--- src/rtl/bool_tt_sequencer.sv ---
// Truth-table sequencer: drives the 8 input vectors of a 3-input Boolean function,
// waits for it to settle, captures d, and compares the result against a golden table.
module bool_tt_sequencer #(
  parameter int SETTLE_CYCLES = 4
) (
  input  logic       clk,
  input  logic       rst_n,
  input  logic       start,
  input  logic       abort,
  input  logic [7:0] expected,
  output logic       a,
  output logic       b,
  output logic       c,
  input  logic       d,
  output logic       busy,
  output logic       done,
  output logic       pass,
  output logic [7:0] truth_table,
  output logic [7:0] mismatch_mask
);

  localparam logic [1:0] IDLE   = 2'd0;
  localparam logic [1:0] SETTLE = 2'd1;
  localparam logic [1:0] SAMPLE = 2'd2;
  localparam logic [1:0] DONE   = 2'd3;

  localparam logic [3:0] SETTLE_LAST = 4'(SETTLE_CYCLES - 1);

  logic [1:0] state;
  logic [2:0] idx;
  logic [3:0] settle_cnt;
  logic [7:0] expected_lat;

  assign busy = (state == SETTLE) || (state == SAMPLE);
  assign {a, b, c} = busy ? idx : 3'b000;

  // Abort is checked before the SAMPLE capture so an aborted vector is never recorded.
  always_ff @(posedge clk or negedge rst_n) begin
    if (!rst_n) begin
      state         <= IDLE;
      idx           <= 3'd0;
      settle_cnt    <= 4'd0;
      expected_lat  <= 8'd0;
      done          <= 1'b0;
      pass          <= 1'b0;
      truth_table   <= 8'd0;
      mismatch_mask <= 8'd0;
    end else begin
      done <= 1'b0;
      case (state)
        IDLE: begin
          if (start) begin
            expected_lat  <= expected;
            truth_table   <= 8'd0;
            mismatch_mask <= 8'd0;
            pass          <= 1'b0;
            idx           <= 3'd0;
            settle_cnt    <= 4'd0;
            state         <= SETTLE;
          end
        end
        SETTLE: begin
          if (abort) begin
            pass       <= 1'b0;
            idx        <= 3'd0;
            settle_cnt <= 4'd0;
            state      <= IDLE;
          end else begin
            settle_cnt <= settle_cnt + 4'd1;
            if (settle_cnt == SETTLE_LAST) begin
              state <= SAMPLE;
            end
          end
        end
        SAMPLE: begin
          if (abort) begin
            pass       <= 1'b0;
            idx        <= 3'd0;
            settle_cnt <= 4'd0;
            state      <= IDLE;
          end else begin
            truth_table[idx] <= d;
            settle_cnt       <= 4'd0;
            if (idx == 3'd7) begin
              state <= DONE;
            end else begin
              idx   <= idx + 3'd1;
              state <= SETTLE;
            end
          end
        end
        DONE: begin
          done          <= 1'b1;
          mismatch_mask <= truth_table ^ expected_lat;
          pass          <= ((truth_table ^ expected_lat) == 8'd0);
          idx           <= 3'd0;
          state         <= IDLE;
        end
        default: begin
          state <= IDLE;
        end
      endcase
    end
  end

endmodule
--- config.mk ---
export PLATFORM = sky130hd
export DESIGN_NAME = bool_tt_sequencer
export DESIGN_NICKNAME = d
export VERILOG_FILES = /design/src/rtl/bool_tt_sequencer.sv
export SDC_FILE = /design/constraint.sdc
export NUM_CORES = 1
export LEC_CHECK = 0
export ABC_AREA = 1
export BUFFER_PORTS_ARGS = -buffer_cell sky130_fd_sc_hd__buf_4
export CAP_MARGIN = 5
export CELL_PAD_IN_SITES_DETAIL_PLACEMENT = 1
export CELL_PAD_IN_SITES_GLOBAL_PLACEMENT = 1
export CORE_MARGIN = 1.5
export CORE_UTILIZATION = 25
export DETAILED_ROUTE_END_ITERATION = 8
export GPL_TIMING_DRIVEN = 0
export PLACE_DENSITY = 0.6
export SKIP_CTS_REPAIR_TIMING = 1
export SLEW_MARGIN = 40
export SYNTH_ARGS = -nofsm -noshare
export SYNTH_HDL_FRONTEND = slang
export SYNTH_SLANG_ARGS = --single-unit
--- constraint.sdc ---
create_clock -name clk -period 3.09 [get_ports clk]
set_clock_uncertainty 0.2 [all_clocks]
set_input_delay 0.4635 -clock clk [delete_from_list [all_inputs] [get_ports clk]]
set_output_delay 0.4635 -clock clk [all_outputs]
set_load 0.05 [all_outputs]
## Word-level counts from Yosys, hierarchy flattened

Cells that the tools add are included.

| cells by class | value |
|---|---|
| add/subtract/negate cells | 2 |
| magnitude comparators | 2 |
| eq/ne operators | 11 |
| multiplexer cells | 26 |
| bitwise operators | 1 |
| reduce and logical (&&, ||, !) cells | 15 |

Operator list:

| kind | count |
|---|---|
| $pmux 8 s2 | 2 |
| $mux 8 | 2 |
| $mux 3 | 5 |
| $pmux 3 s4 | 1 |
| $pmux 4 s3 | 1 |
| $mux 2 | 5 |
| $reduce_and 2->1 | 5 |
| $bwmux 8 | 1 |
| $logic_not 8->1 | 1 |
| $mux 4 | 2 |
| $pmux 2 s4 | 1 |
| $xor 8x8->8 | 1 |
| $ne 2x2->1 const B | 3 |
| $reduce_and 3->1 | 2 |
| $add 4x1->4 const B | 1 |
| $eq 2x2->1 const B | 2 |
| $eq 4x2->1 const B | 1 |
| $lt 3x4->1 const B | 1 |
| $mux 1 | 4 |
| $reduce_bool 2->1 | 2 |
| $add 3x1->3 const B | 1 |
| $demux 1 s3 | 1 |
| $eq 3x3->1 const B | 1 |
| $ge 3x1->1 const B | 1 |
| other kinds (10) | 10 |

| word-level totals | value |
|---|---|
| bits in registers | 35 |
| bits of input ports | 13 |
| output and inout port bits | 22 |

## Depth between registers and ports, before layout

| depth | value |
|---|---|
| depth after elaboration | 7 |
| mapped depth | 9 |

## Worst setup path after synthesis

No wires, ideal clock.

| path | value |
|---|---|
| path type | register to output |
| start | register state[0] |
| end | output a |
| arrival time | 1,475 ps |
| required time | 2,426 ps |
| path slack | 951 ps |
| stages on the path, launching flop included | 5 |
| cell sequence | dfrtp_1 > inv_1 > ha_1 > nand2_1 > inv_1 |

| on the way | value |
|---|---|
| longest elaborated chain between the ends | 3 |

Ends and longest elaborated chain:

| item | line | text |
|---|---|---|
| start: declaration | 29 | `logic [1:0] state;` |
| start signal: assignment | 40 | `state <= IDLE;` |
| start signal: assignment | 59 | `state <= SETTLE;` |
| start signal: assignment | 67 | `state <= IDLE;` |
| $eq 2x1->1 / $eq 2x2->1 (equally long branches) | 34 | `assign busy = (state == SETTLE) \|\| (state == SAMPLE);` |
| $logic_or 1x1->1 * | 34 |  |
| net busy | 15 | `output logic busy,` |
| $mux 3 * | 35 | `assign {a, b, c} = busy ? idx : 3'b000;` |
| end: declaration | 11 | `output logic a,` |

The timed path passes the listed nets; every way through them passes the cells marked *.

## Worst setup path in the final report

| path | value |
|---|---|
| start | register state[0] |
| end | output b |

| on the way | value |
|---|---|
| longest elaborated chain between the ends | 3 |

Ends and longest elaborated chain:

| item | line | text |
|---|---|---|
| $eq 2x1->1 / $eq 2x2->1 (equally long branches) | 34 |  |
| $logic_or 1x1->1 * | 34 |  |
| $mux 3 * | 35 |  |
| end: declaration | 12 | `output logic b,` |

Mark *: on every way between the ends. The rest lies on a longest branch, timed or not.

==> run_results.csv <==
group,metric,value,unit
logic_synthesis,yosys_warnings,0,
final_layout,diodes,0,
logic_synthesis,ys_types,27,
final_layout,seq_area,876,um2
floorplan,initial_utilization,0.260,
grt,grt_util_met3,0.0253,
logic_synthesis,syn-cell-area,1910,um2
grt,grt-ovfl-total,0,
grt,met1_usage,0.165,
timing,hold_viol_final,0,
routing,routed_wl,4.59,mm
timing,relSlewSlack,0.684,
worst_setup_path,crit_chain,"inv_1 -> ha_1 -> nand2_1 -> inv_1 -> buf_4",
logic_synthesis,syn-instance-count,245,
power,p_int,1.05,mW
cts,clk_path_buf_depth,2,
final_layout,area_growth,24.8,%
outcome,status,"finished clean",
routing,drt_iter0_markers,29,
worst_setup_path,critPathMaxFanout,6,
worst_setup_path,endpoint_kind,"output pin",
final_layout,fin_nets,307,
worst_setup_path,max_stage_delay,0.40,ns
worst_setup_path,crit_slowest_cell,"dfrtp_1",
floorplan,rows,31,
timing,setup_violations,0,
timing,tightest_slew,0.474,ns
place,gp_congestion,0.752,
floorplan,core_area,7330,um2
grt,track_usage,0.125,
worst_setup_path,path_common_cell,"inv_1",
cts,cts_sinks,35,
hold_path,hold_path.class,"input pin to flip-flop",
power,p_comb_frac,0.515,
grt,grt_pass1_wl,8.22,mm
cts,cts_buffers,5,
cts,cts_tree,"built",
power,netSwitchingFraction,0.471,
final_layout,multi_input_area,835,um2
logic_synthesis,synth_fp_nets,265,
routing,wl_per_cell,11.9,um
floorplan,die_h,90.4,um
routing,firstDrtPassIters,4,
final_layout,final_cell_mix,"nand2_1, inv_1, buf_4, dfrtp_1, nand3_1",
floorplan,die_area,8170,um2
timing,fmax,463,MHz
power,seqPwrFrac,0.320,
power,p_sw,0.933,mW
final_layout,layout_commonest_cell,"nand2_1",
logic_synthesis,ys_seq_area_frac,0.459,
grt,grt_max_degree,36,
floorplan,die_x,90.4,um
cts,h-tree-depth,2,
timing,fin_ws,0.928,ns
routing,routed-via-count,1651,
cts,clock_latency,0.28,ns
logic_synthesis,synth.avg_cell_area,7.79,um2
power,p_clk_frac,0.165,
cts,clockRootBuffer,"clkbuf_8",
run,maxCapViolCount,0,
timing,period_minus_slack,2.16,ns
timing,fin_hold_ws,0.218,ns
timing,rsz0062_at_grt,"no",
grt,grt_pass1_vias,1676,
timing,slew_viol_final,0,
logic_synthesis,synth_seq_cells,35,
final_layout,nFillCells,911,
routing,ant_nets,0,
worst_setup_path,path_class,"flip-flop to output pin",
routing,drc_errors,0,
grt,antenna_found_initial,0,
grt,gr-max-usage-layer,"met2",
place,post-place-ws,1.21,ns
routing,via_per_inst,4.27,
worst_setup_path,timing.critical_path.from_type,"flip-flop",
floorplan,ios,35,
power,leakagePower,1.28,nW
place,port_buffers,34,
place,place_hpwl,3.54,mm
final_layout,drive_gt1_frac,0.222,
power,power_density,830,nW/um2
cts,clk_pin_slew,0.07,ns
worst_setup_path,worst_ep_required_time,2.43,ns
timing,fin_crit_sh,0.700,
worst_setup_path,critPathArrivalTime,1.50,ns
grt,grt_util_met2,0.205,
timing,fin_setup_tns,0,ns
power,ir_drop,202,uV
## critical path: cells and delay by family (launching register included)
kind                       cells  cell delay [ns]
buffers and inverters          3             0.32
adders and majority gates      1             0.40
DFF                            1             0.40
and+or+nand+nor                1             0.09
## final cells by class
type	count	area share
Tap cell	99	0.0520
Clock buffer	6	0.0304
Buffer	5	0.0142
Multi-Input combinational cell	161	0.350
Clock inverter	2	0.00525
Timing Repair Buffer	35	0.111
Inverter	44	0.0693
Sequential cell	35	0.367
## worst paths after layout
kind | cells past startpoint | to | start | slack [ns]
max | 5 | b | state[0]$_DFFE_PN0P_ | 0.93
min | 2 | expected_lat[6]$_DFFE_PN0P_ | expected[6] | 0.22
max reg2reg | 8 | idx[2]$_DFFE_PN0P_ | state[0]$_DFFE_PN0P_ | 1.29
min reg2reg | 2 | pass$_DFFE_PN0P_ | pass$_DFFE_PN0P_ | 0.29
max in group asynchronous | 2 | settle_cnt[0]$_DFFE_PN0P_ | rst_n | 1.88
min in group asynchronous | 2 | truth_table[6]$_DFFE_PN0P_ | rst_n | 0.48
## power by group through the flow
stage	Sequential [mW]	Combinational, mW	Clock, mW
5_1_grt	0.653	1.14	0.363
3_5_place_dp	0.644	1.03	0
3_3_place_gp	0.638	1.02	0
6_report	0.633	1.02	0.327
4_1_cts	0.634	1.04	0.346
2_1_floorplan	0.746	0.654	0
## registers in the layout, indices dropped and copies added (netlist names)
register	cells
expected_lat	8
pass	1
state	2
mismatch_mask	8
done	1
settle_cnt	4
truth_table	8
idx	3
## Yosys cell counts, drive strengths merged
library cell  count  area share
dfrtp            35        0.46
a21oi             8       0.021
xor2              1      0.0046
nand2            88        0.19
xnor2             1      0.0046
o22ai             8       0.026
mux2              1      0.0059
nand4             8       0.026
clkinv            1      0.0020
nor3              1      0.0026
nor2             15       0.035
o21ai             7       0.024
ha                7       0.046
nand3            15       0.042
o21a              1      0.0079
inv              43       0.085
buf               5       0.018
## cell families after synthesis
kind of cell / synth area share
DFF: 0.459
xor gates and xnor gates: 0.00918
adders and majority gates: 0.0459
and+or+nand+nor: 0.297
AOI/OAI and AO/OA: 0.0793
buffers and inverters: 0.104
muxes: 0.00590
## through the flow
stage	area, um2	total power [mW]	util	cells
3_5_place_dp	2290	1.68	0.312	378
2_1_floorplan	1910	1.40	-	245
6_report	2380	1.98	0.325	387
5_1_grt	2380	2.16	0.325	387
3_3_place_gp	2290	1.66	0.312	378
4_1_cts	2370	2.02	0.324	386
## per-layer routing
layer,share of wire,up-vias
li1,-,848
met1,0.47,777
met2,0.48,21
met3,0.029,5
met4,0.014,0
met5,0,-
Power figures use the tool's default switching activity.
